### src/rtl/decrementer_pkg.sv
// Shared defaults for the game-datapath down-counter, so parent logic and
// benches agree on the width and the preset loaded by clear.
package decrementer_pkg;

    localparam int DEC_WIDTH       = 4;
    localparam int DEC_RESET_VALUE = 3;

endpackage

### src/rtl/decrementer.sv
// Loadable down-counter with async active-low clear to a preset, 74163-style
// dual count enables and a combinational terminal-count flag.
module decrementer
    import decrementer_pkg::*;
#(
    parameter int WIDTH       = DEC_WIDTH,
    parameter int RESET_VALUE = DEC_RESET_VALUE
) (
    input  logic             clock,
    input  logic             clr,
    input  logic             ld,
    input  logic             ent,
    input  logic             enp,
    input  logic [WIDTH-1:0] D,
    output logic [WIDTH-1:0] Q,
    output logic             rco
);

    localparam logic [WIDTH-1:0] PRESET = WIDTH'(RESET_VALUE);

    if (RESET_VALUE < 0 || RESET_VALUE >= 2 ** WIDTH) begin : g_bad_reset_value
        $error("decrementer: RESET_VALUE %0d does not fit in %0d bits", RESET_VALUE, WIDTH);
    end

    // Load beats counting; wrap from 0 to all-ones is intentional, the parent
    // stops the count by gating enp with ~rco.
    always_ff @(posedge clock or negedge clr) begin
        if (!clr) begin
            Q <= PRESET;
        end else if (ld) begin
            Q <= D;
        end else if (ent && enp) begin
            Q <= Q - 1'b1;
        end
    end

    assign rco = ent && (Q == '0);

    a_load_wins : assert property (@(posedge clock) disable iff (!clr)
        ld |=> Q == $past(D));

    a_count : assert property (@(posedge clock) disable iff (!clr)
        (!ld && ent && enp) |=> Q == WIDTH'($past(Q) - 1'b1));

    a_hold : assert property (@(posedge clock) disable iff (!clr)
        (!ld && !(ent && enp)) |=> Q == $past(Q));

endmodule

### config.mk
export PLATFORM = sky130hd
export DESIGN_NAME = decrementer
export DESIGN_NICKNAME = d
export VERILOG_FILES = /design/src/rtl/decrementer_pkg.sv /design/src/rtl/decrementer.sv
export SDC_FILE = /design/constraint.sdc
export NUM_CORES = 1
export LEC_CHECK = 0
export CELL_PAD_IN_SITES_DETAIL_PLACEMENT = 0
export CELL_PAD_IN_SITES_GLOBAL_PLACEMENT = 2
export CORE_AREA = 2 2 39 41
export CTS_CLUSTER_SIZE = 14
export DETAILED_ROUTE_END_ITERATION = 10
export DIE_AREA = 0 0 41 43
export DONT_BUFFER_PORTS = 1
export GPL_ROUTABILITY_DRIVEN = 0
export PLACE_DENSITY_LB_ADDON = 0.15
export SLEW_MARGIN = 20
export SYNTH_ARGS = -nofsm -noshare
export SYNTH_HDL_FRONTEND = slang
export SYNTH_SLANG_ARGS = --single-unit
### constraint.sdc
create_clock -name clock -period 2.15 [get_ports clock]
set_clock_uncertainty 0.2 [all_clocks]
set_input_delay 0.215 -clock clock [delete_from_list [all_inputs] [get_ports clock]]
set_output_delay 0.215 -clock clock [all_outputs]
set_load 0.005 [all_outputs]
Word level (Yosys, flattened, before mapping):

Cells that the tools add are included.

* register bits: 4
* input port bits: 9
* output and inout bits: 5

* $add $sub $neg: 1
* multiplexer cells: 2
* reduce and logical (&&, ||, !) cells: 4

Operators with widths (number)
* $mux W4: 2
* $logic_not A4 Y1: 1
* $sub A4 B1 Y4 const B: 1
* $logic_and A1 B1 Y1: 2
* $reduce_bool A2 Y1: 1

Longest topological paths before layout:

* depth after elaboration: 3
* gate-level depth with buffers: 5

Worst setup path before layout:

No wires, ideal clock.

* kind: flip-flop to flip-flop
* start point: reg Q[0]
* end point: reg Q[1]
* arrival: 1.178 ns
* path slack: 0.712 ns
* stages on the path, launching flop included: 5
* buffers on the path: 0
* cells stage by stage: dfstp_2 -> inv_1 -> ha_1 -> a311oi_1 -> a21o_1

* word-level cells in the longest chain between the ends: 3

RTL lines
* start: declaration: RTL line decrementer.sv:15 `output logic [WIDTH-1:0] Q,`
* start signal: assignment: RTL line decrementer.sv:33 `Q <= Q - 1'b1;`
* $sub A4 B1 Y4: RTL line decrementer.sv:33
* $mux W4: RTL line decrementer.sv:32 `end else if (ent && enp) begin`
* $mux W4: RTL line decrementer.sv:30 `end else if (ld) begin`

No other way between the ends. The select of a mux whose other input is x is not followed.
A chain may end at the register's enable or synchronous reset.

Worst setup path after layout:

* start point: reg Q[0]
* end point: reg Q[0]

Same word-level chain as after synthesis.

==> metrics.cfg <==
[drt]
ant_nets=0
firstDrtPassIters=1
drt_wl_total_um=648
post_drt_via_cell_ratio=4.57
drc=0
vias=224
wire_per_inst_um=13.2
drt_iter0_markers=0

[worst_setup_path]
r2r-end=Q[0]$_DFFE_PN1P_
slowest_stage=dlygate4sd3_1
cp_max_fo=3
cp.arrival_ns=1.71
path_cells=inv_1 > xnor2_1 > o21ai_0 > dlygate4sd3_1
critPathBufInv=2
end_kind=flop
critPathRequiredTime_ns=2.11
r2r_start=Q[0]$_DFFE_PN1P_
critPathTopFamily=buffers and inverters
ff2ff_path_depth=4
cp_slowest_stage_delay_ns=0.57
timing.setup.critical_path_class=flop to flop
r2r_slack_ns=0.40
start_kind=flop

[final_layout]
area_delta_synth_final_pct=32.4
largest_reg_flops=4
largest-register=Q
final_layout_size_suffix_gt1_share_pct=24.2
largestRegisters=Q (4)
final_util_pct=25.9
fin_nets=46
num_antenna_cells=0

[floorplanning]
die_w_um=41
core.rowCount=14
ios=14
core_sq_um=1380
die_area_sq_um=1760
die_h_um=43
start_util_pct=19.5

[timing]
fin_crit_sh_pct=81.5
layout_min_cycle_time_ns=1.75
max-slew-margin-rel_pct=76.6
setup_viol=0
slew_viol_final=0
fin_setup_tns_ns=0
worst_pin_slew_ns=0.346
max_freq_ghz=0.571
fin_hold_ws_ns=0.0158
final-hold-violation-count=0
fin_ws_ns=0.398
rsz0062_at_grt=false

[hold_path]
min_from=ld
whs_endpoint=Q[3]$_DFFE_PN0P_
hold_path_depth=2
min_path_type=input pin to flop

[logic_synthesis]
ys_seq_area_share_pct=38.0
synthCells=26
syn_nets=37
syn_area_sq_um=270
synth_warnings=0
ys_seq_elements=4
synth_cell_type_count=20
post_synth.cell_area_avg_sq_um=10.4

[cts]
cts_tree=yes
post_cts_buffers=0
cts-buffers-inserted=3
clock_sinks=4
clk_path_buf_depth=2
htree_levels=1
holdBufCountCts=5
path_clk_slew_ns=0.04
clock_latency_ns=0.24
cts_resized=0
cts_root_buf=clkbuf_4

[place]
hpwl_um=493
pre_cts_ws_ns=0.603
io_buffers=0

[power_and_ir_drop]
p_leak_nw=0.154
power.total_mw=0.244
ir_drop_v=0.000243
powerDensity_nw_per_um2=682

[global_route]
grt_pass1_wl_mm=1.08
grt.total_usage_pct=9.49
grt_max_degree=7
antenna_found_initial=0
grt_overflow=0
grt_pass1_vias=242

[run_status]
status=complete, no violations

[flow_run]
max-cap-violations=0

==> cell usage in the layout, fill, tap and decap left out, types with 2 or more instances in the layout <==
cell type and instances:
o21ai_0 2, clkbuf_4 3, nand2_1 2, dlygate4sd3_1 5, dfrtp_1 2, inv_1 2, dfstp_2 2, ha_1 2
==> routing by layer <==
metal | track usage (%) | wire length (um)
met5 | 0 | 0
met4 | 4.00 | 0
met3 | 6.28 | 60
met2 | 12.8 | 329
met1 | 11.5 | 258
==> how the worst max path moves through the flow <==
| stage | startpoint | slack (ns) | end | cells after the start |
|---|---|---|---|---|
| final | Q[0]$_DFFE_PN1P_ | 0.40 | Q[0]$_DFFE_PN1P_ | 4 |
| after CTS | Q[0]$_DFFE_PN1P_ | 0.41 | Q[0]$_DFFE_PN1P_ | 4 |
| after global placement | Q[0]$_DFFE_PN1P_ | 0.58 | Q[1]$_DFFE_PN1P_ | 4 |
| after detailed placement | Q[0]$_DFFE_PN1P_ | 0.60 | Q[1]$_DFFE_PN1P_ | 4 |
| after floorplan | Q[0]$_DFFE_PN1P_ | 0.71 | Q[1]$_DFFE_PN1P_ | 4 |
| after global routing | Q[0]$_DFFE_PN1P_ | 0.33 | Q[0]$_DFFE_PN1P_ | 4 |
==> cell type report <==
cell class | count | area [sq um]
Multi-Input combinational cell | 19 | 155
Timing Repair Buffer | 5 | 50.0
Tap cell | 16 | 20.0
Fill cell | 157 | 1030
Clock buffer | 3 | 22.5
Inverter | 2 | 7.51
Sequential cell | 4 | 103
==> report_power, final <==
group	total (mW)	internal (mW)	switching [mW]
registers	0.102	0.0890	0.0132
clock network	0.0921	0.0623	0.0298
logic	0.0495	0.0284	0.0212
total	0.244	0.180	0.0642
==> synth_stat cells (all sizes together) <==
cell type | n | share of area [%]
a311oi | 1 | 3.2
dfrtp | 2 | 19
inv | 2 | 2.8
a22o | 1 | 3.2
xor2 | 1 | 3.2
or3 | 1 | 4.2
xnor2 | 1 | 3.2
buf | 1 | 1.9
nor4bb | 1 | 3.7
a21o | 1 | 2.8
nand2 | 3 | 6.9
dfstp | 2 | 19
a211o | 1 | 3.2
nand3 | 1 | 1.9
o21ai | 2 | 3.7
ha | 2 | 9.3
nor4 | 1 | 4.6
a21oi | 1 | 1.9
nor2b | 1 | 2.3
==> kinds of logic after synthesis <==
logic type | share of synthesized area, %
buffers and inverters | 4.63
adders and majority gates | 9.26
xor gates and xnor gates | 6.48
DFF | 38.0
AOI/OAI and AO/OA | 18.1
and+or+nand+nor | 23.6
==> through the flow <==
stage               cell area, sq um  cells
global route                     358     49
finish                           358     49
CTS                              358     49
detailed placement               285     41
floorplan                        270     26
global placement                 285     41
(Power assumes the default switching activity.)
